File: src/rtl/adder_pkg.sv
`default_nettype none
// ============================================================================
//  Module      : adder_pkg
//  Description : Shared constants and FSM state encoding for the nibble-serial
//                add/subtract engine.
//                NIBBLE_W - width of one adder slice (4 bits)
//                state_t  - engine FSM states (2'd3 is unused)
//  Revision    : 1.0 - initial release
// ============================================================================
package adder_pkg;

  localparam int NIBBLE_W = 4;

  typedef enum logic [1:0] {
    ST_IDLE = 2'd0,
    ST_RUN  = 2'd1,
    ST_DONE = 2'd2
  } state_t;

endpackage
`default_nettype wire

File: src/rtl/bit_4_carry_lookahead.sv
`default_nettype none
// ============================================================================
//  Module      : bit_4_carry_lookahead
//  Description : 4-bit carry-lookahead adder, purely combinational.
//  Ports       : a, b  in  4  addends
//                c_0   in  1  carry in
//                s     out 4  sum
//                c_4   out 1  carry out of bit 3
//  Revision    : 1.0 - initial release
// ============================================================================
module bit_4_carry_lookahead (
  input  logic [3:0] a,
  input  logic [3:0] b,
  input  logic       c_0,
  output logic [3:0] s,
  output logic       c_4
);

  logic [3:0] w_p;
  logic [3:0] w_g;
  logic [4:0] w_c;

  assign w_p = a ^ b;
  assign w_g = a & b;

  // Every carry is expanded directly from c_0 so no ripple path exists.
  assign w_c[0] = c_0;
  assign w_c[1] = w_g[0] | (w_p[0] & c_0);
  assign w_c[2] = w_g[1] | (w_p[1] & w_g[0]) | (w_p[1] & w_p[0] & c_0);
  assign w_c[3] = w_g[2] | (w_p[2] & w_g[1]) | (w_p[2] & w_p[1] & w_g[0])
                | (w_p[2] & w_p[1] & w_p[0] & c_0);
  assign w_c[4] = w_g[3] | (w_p[3] & w_g[2]) | (w_p[3] & w_p[2] & w_g[1])
                | (w_p[3] & w_p[2] & w_p[1] & w_g[0])
                | (w_p[3] & w_p[2] & w_p[1] & w_p[0] & c_0);

  assign s   = w_p ^ w_c[3:0];
  assign c_4 = w_c[4];

endmodule
`default_nettype wire

File: src/rtl/nibble_serial_adder.sv
`default_nettype none
// ============================================================================
//  Module      : nibble_serial_adder
//  Description : WIDTH-bit add/subtract engine that walks the operands
//                LSB-first one nibble per clock through a single 4-bit
//                carry-lookahead adder, keeping the carry in a register.
//  Ports       : clk, rst            clock / synchronous active-high reset
//                in_valid, in_ready  operand handshake (ready only in IDLE)
//                a, b, cin, sub      operands; sub=1 computes a-b, cin ignored
//                out_valid,out_ready result handshake (valid only in DONE)
//                sum, cout, ovf      result, carry out (sub: 1 = no borrow),
//                                    signed overflow
//                busy                high while running or holding a result
//  Revision    : 1.0 - initial release
// ============================================================================
module nibble_serial_adder
  import adder_pkg::*;
#(
  parameter int WIDTH = 16  // multiple of 4, minimum 4
) (
  input  logic             clk,
  input  logic             rst,
  input  logic             in_valid,
  output logic             in_ready,
  input  logic [WIDTH-1:0] a,
  input  logic [WIDTH-1:0] b,
  input  logic             cin,
  input  logic             sub,
  output logic             out_valid,
  input  logic             out_ready,
  output logic [WIDTH-1:0] sum,
  output logic             cout,
  output logic             ovf,
  output logic             busy
);

  localparam int NIBBLES = WIDTH / NIBBLE_W;
  localparam int IDX_W   = (NIBBLES > 1) ? $clog2(NIBBLES) : 1;
  localparam logic [IDX_W-1:0] C_LAST_IDX = IDX_W'(NIBBLES - 1);

  state_t            r_state;
  state_t            w_state_next;
  logic [IDX_W-1:0]  r_idx;
  logic              r_carry;
  logic [WIDTH-1:0]  r_a;
  logic [WIDTH-1:0]  r_b;
  logic [WIDTH-1:0]  r_sum;
  logic              r_cout;
  logic              r_ovf;

  logic [IDX_W+1:0]  w_base;  // bit offset of the current nibble
  logic              w_last;
  logic [3:0]        w_s;
  logic              w_c4;

  assign w_base = {r_idx, 2'b00};
  assign w_last = (r_idx == C_LAST_IDX);

  bit_4_carry_lookahead u_cla (
    .a   (r_a[w_base +: NIBBLE_W]),
    .b   (r_b[w_base +: NIBBLE_W]),
    .c_0 (r_carry),
    .s   (w_s),
    .c_4 (w_c4)
  );

  // --------------------------------------------------------------------------
  // FSM state register
  // --------------------------------------------------------------------------
  always_ff @(posedge clk) begin
    if (rst) begin
      r_state <= ST_IDLE;
    end else begin
      r_state <= w_state_next;
    end
  end

  // Handshake outputs depend on the state register only.
  always_comb begin
    w_state_next = r_state;
    in_ready     = 1'b0;
    out_valid    = 1'b0;
    busy         = 1'b0;
    case (r_state)
      ST_IDLE: begin
        in_ready = 1'b1;
        if (in_valid) begin
          w_state_next = ST_RUN;
        end
      end
      ST_RUN: begin
        busy = 1'b1;
        if (w_last) begin
          w_state_next = ST_DONE;
        end
      end
      ST_DONE: begin
        out_valid = 1'b1;
        busy      = 1'b1;
        if (out_ready) begin
          w_state_next = ST_IDLE;
        end
      end
      default: begin
        w_state_next = ST_IDLE;
      end
    endcase
  end

  // --------------------------------------------------------------------------
  // Datapath: operand capture, nibble sequencing, result collection
  // --------------------------------------------------------------------------
  always_ff @(posedge clk) begin
    if (rst) begin
      r_idx   <= '0;
      r_carry <= 1'b0;
      r_a     <= '0;
      r_b     <= '0;
      r_sum   <= '0;
      r_cout  <= 1'b0;
      r_ovf   <= 1'b0;
    end else begin
      case (r_state)
        ST_IDLE: begin
          if (in_valid) begin
            // Subtraction is a + ~b + 1: invert b once here and seed carry.
            r_a     <= a;
            r_b     <= sub ? ~b : b;
            r_carry <= sub ? 1'b1 : cin;
            r_idx   <= '0;
          end
        end
        ST_RUN: begin
          r_sum[w_base +: NIBBLE_W] <= w_s;
          r_carry                   <= w_c4;
          r_idx                     <= r_idx + 1'b1;
          if (w_last) begin
            r_cout <= w_c4;
            // Overflow: both addends share a sign the result does not.
            r_ovf  <= (r_a[WIDTH-1] == r_b[WIDTH-1]) && (w_s[3] != r_a[WIDTH-1]);
          end
        end
        default: begin
        end
      endcase
    end
  end

  assign sum  = r_sum;
  assign cout = r_cout;
  assign ovf  = r_ovf;

endmodule
`default_nettype wire

File: config.mk
export PLATFORM = sky130hd
export DESIGN_NAME = nibble_serial_adder
export DESIGN_NICKNAME = d
export VERILOG_FILES = /design/src/rtl/adder_pkg.sv /design/src/rtl/bit_4_carry_lookahead.sv /design/src/rtl/nibble_serial_adder.sv
export SDC_FILE = /design/constraint.sdc
export NUM_CORES = 1
export LEC_CHECK = 0
export CORE_ASPECT_RATIO = 0.9
export CORE_MARGIN = 4
export CORE_UTILIZATION = 30
export DETAILED_ROUTE_END_ITERATION = 8
export HOLD_SLACK_MARGIN = 0.15
export RECOVER_POWER = 50
export SYNTH_ARGS = -nofsm -noshare
export SYNTH_HDL_FRONTEND = slang
export SYNTH_SLANG_ARGS = --single-unit
File: constraint.sdc
create_clock -name clk -period 7.1 [get_ports clk]
set_input_delay 1.42 -clock clk [delete_from_list [all_inputs] [get_ports clk]]
set_output_delay 1.42 -clock clk [all_outputs]
set_load 0.05 [all_outputs]
==> impl_metrics.yaml <==
finish:
  fill_cells: 933
  antenna_cells: 0
  area_growth_pct: 26.78
  fin_nets: 391
  instances_no_fill: 457
  drive_gt1_share_pct: 7.396
timing:
  min_period_ns: 3.572
  hold_viol_final: 0
  relSlewSlack_pct: -21.56
  grt_setup_unrepaired: "false"
  setup_viol: 0
  period_share_pct: 50.31
  fmax_mhz: 279.9
  holdWs_ns: 0.4577
  tightest_slew_ns: 1.823
  slew_viol_final: 49
  fin_worst_skew_ns: 0.009034
  final.setup.worst_slack_ns: 3.528
  tns_ns: 0
synthesis:
  synth-edff-count: 0
  ys_seq_area_share_pct: 40.84
  syn_area_sq_mm: 0.002696
  avgSynthCellArea_sq_um: 9.330
  syn_nets: 342
  synthMostInstantiatedCell: "dfxtp_1"
  synth_top_area_share_pct: 40.84
  synth_flop_cell: "dfxtp_1"
  synth.top_cells.by_count: "55 x dfxtp_1, 44 x nand2_1, 32 x nor2_1, 25 x a21oi_1, 17 x a211oi_1"
  yosysWarnings: 0
  ys_top_cells_by_area: "dfxtp_1 41%, mux4_2 6.7%, ha_1 6.5%, nand2_1 6.1%, xnor2_1 5.2%"
  synthArstFlopShare_pct: 0
  ys_ff_latch: 55
  synth.distinct_cells: 40
  yosysTopAreaCell: "dfxtp_1"
  synth_cells: 289
power:
  powerDensity_mw_per_mm2: 297.7
  combinationalPowerShare_pct: 43.5
  peakVddDrop_uv: 104.0
  p_int_mw: 0.6089
  finalPower_mw: 1.017
  switching_share_pct: 40.15
  p_switching_mw: 0.4086
  seq_power_share_pct: 39.7
  clkPwrFrac_pct: 16.8
  p_leak_nw: 1.221
drt:
  dr.pass1.iters: 4
  drtIter0Drc: 66
  routed_via_density: 4.639
  ant_nets: 0
  vias: 2120
  drcViolationCount: 0
  avgRoutedWirePerCell_um: 13.00
  routed_wl_um: 5940
clocking:
  clkTransAtPathRegs_ns: 0.10
  htreeDepth: 2
  cts_resized: 0
  numCtsBuffers: 5
  clockBufferDepth: 2
  cts-root-buf: "clkbuf_8"
  hold_buffers: 0
  cts_setup_buffers: 0
  insertion_delay_ns: 0.32
  clock-sinks: 55
  cts_tree: "done"
placed_design:
  dpl.hpwl_um: 4321
  numPortBuffers: 58
  dp.cells: 450
  pre_cts_ws_ns: 3.962
  place.gp.congestion: 0.7553
die:
  dieHeight_um: 97.94
  core-area_sq_mm: 0.008648
  num_rows: 32
  die_w_um: 107.9
  initial_core_util_pct: 31.18
  dieArea_sq_mm: 0.01057
  io_pins: 59
setup_path:
  cp_slowest_cell: "clkbuf_1"
  reg2reg_depth: 6
  r2r_end: "ovf$_SDFFE_PP0P_"
  crit_path_max_fanout: 48
  critPathMaxStageDelay_ns: 1.30
  cp_data_required_time_ns: 7.34
  cp-end-kind: "flip-flop"
  reg2reg_from: "r_idx[0]$_SDFFE_PP0P_"
  worstPathArrival_ns: 3.82
  path_class: "input port to flip-flop"
  rrSetupSlack_ns: 3.96
  startpoint: "in_valid"
  crit_path_end: "r_a[11]$_SDFFE_PP0P_"
  worstSetupStartpointType: "input port"
  cp_cell_sequence: "dlygate4sd3_1 > and2_0 > clkbuf_1 > nand2_1 > a21oi_1"
flow_run:
  max_cap_viol_count: 1
global_route:
  track_usage_pct: 11.94
  antenna_found_initial: 0
  grt_pass1_wl_um: 10160
  grt_pass1_vias: 2182
  grt_max_degree: 60
  overflow: 0
run_status:
  violations: "max-capacitance violations, max-slew violations"
  status: "complete, but fails checks"
worst_hold_path:
  hold_path.class: "flip-flop to flip-flop"
## kinds of logic after synthesis
kind of cell / synth area share [%]
simple gates: 18.33
compound gates: 16.19
flops: 40.84
buf+inv: 4.130
xor+xnor: 5.847
fa+ha+maj: 7.239
mux: 7.425
## routing by layer
layer,global-route usage (%),routed length [um]
met1,15.78,2881
met2,18.79,2637
met3,3.635,358
met4,3.592,63
met5,0,0
## power groups by stage
stage	clock network [mW]	logic, mW	registers, mW
CTS	0.176	0.449	0.406
global route	0.192	0.491	0.415
floorplan	0	0.336	0.414
detailed placement	0	0.448	0.413
global placement	0	0.441	0.412
finish	0.171	0.442	0.404
## placed cells by master (no fill, tap or decap), types with 2 or more instances in the layout
cell type        synthesis  layout
xnor2_1                 16      16
nand2_1                 44      44
a21oi_1                 25      25
inv_1                    7       7
a211oi_1                17      17
mux2i_1                  2       2
a22oi_1                  8       8
nand2b_1                 5       5
and4_1                   2       2
clkdlybuf4s50_1          0      56
mux4_2                   8       8
o21ai_0                  5       6
clkbuf_8                 0       5
dfxtp_1                 55      55
nand3b_1                 4       4
nand4_1                  5       5
ha_1                    14      14
nor2_1                  32      32
xor2_1                   2       2
## cell type report
| type | instances | area [sq um] | share of cell area (%) |
|---|---|---|---|
| Sequential cell | 55 | 1101 | 32.21 |
| Inverter | 7 | 26.28 | 0.7687 |
| Clock buffer | 5 | 68.82 | 2.013 |
| Multi-Input combinational cell | 210 | 1480 | 43.30 |
| Tap cell | 119 | 148.9 | 4.356 |
| Clock inverter | 2 | 13.76 | 0.4026 |
| Timing Repair Buffer | 59 | 579.3 | 16.95 |
## worst max-delay path: cells and delay by family
family / cells / cell delay [ns]
simple gates: 2 / 0.33
compound gates: 1 / 0.19
buf+inv: 2 / 1.86
## worst min path at each step
stage	startpoint	slack, ns	cells past startpoint	endpoint
2_1_floorplan	r_a[10]$_SDFFE_PP0P_	0.43	2	r_a[10]$_SDFFE_PP0P_
3_3_place_gp	r_a[11]$_SDFFE_PP0P_	0.44	2	r_a[11]$_SDFFE_PP0P_
3_5_place_dp	r_a[12]$_SDFFE_PP0P_	0.45	2	r_a[12]$_SDFFE_PP0P_
4_1_cts	r_a[12]$_SDFFE_PP0P_	0.46	2	r_a[12]$_SDFFE_PP0P_
5_1_grt	r_a[13]$_SDFFE_PP0P_	0.49	2	r_a[13]$_SDFFE_PP0P_
6_report	r_a[14]$_SDFFE_PP0P_	0.46	2	r_a[14]$_SDFFE_PP0P_
## flip-flops by register name, summed over array words and instances (netlist names)
register,count
r_state,2
r_a,16
cout,1
r_idx,2
r_b,16
ovf,1
r_carry,1
sum,16
## per-stage QoR
stage	utilization [%]	cell area, sq um
final	39.53	3418
after global routing	39.53	3418
after CTS	39.61	3426
after detailed placement	38.66	3343
after global placement	38.66	3343
after floorplan	-	2696
Power figures use the tool's default switching activity.
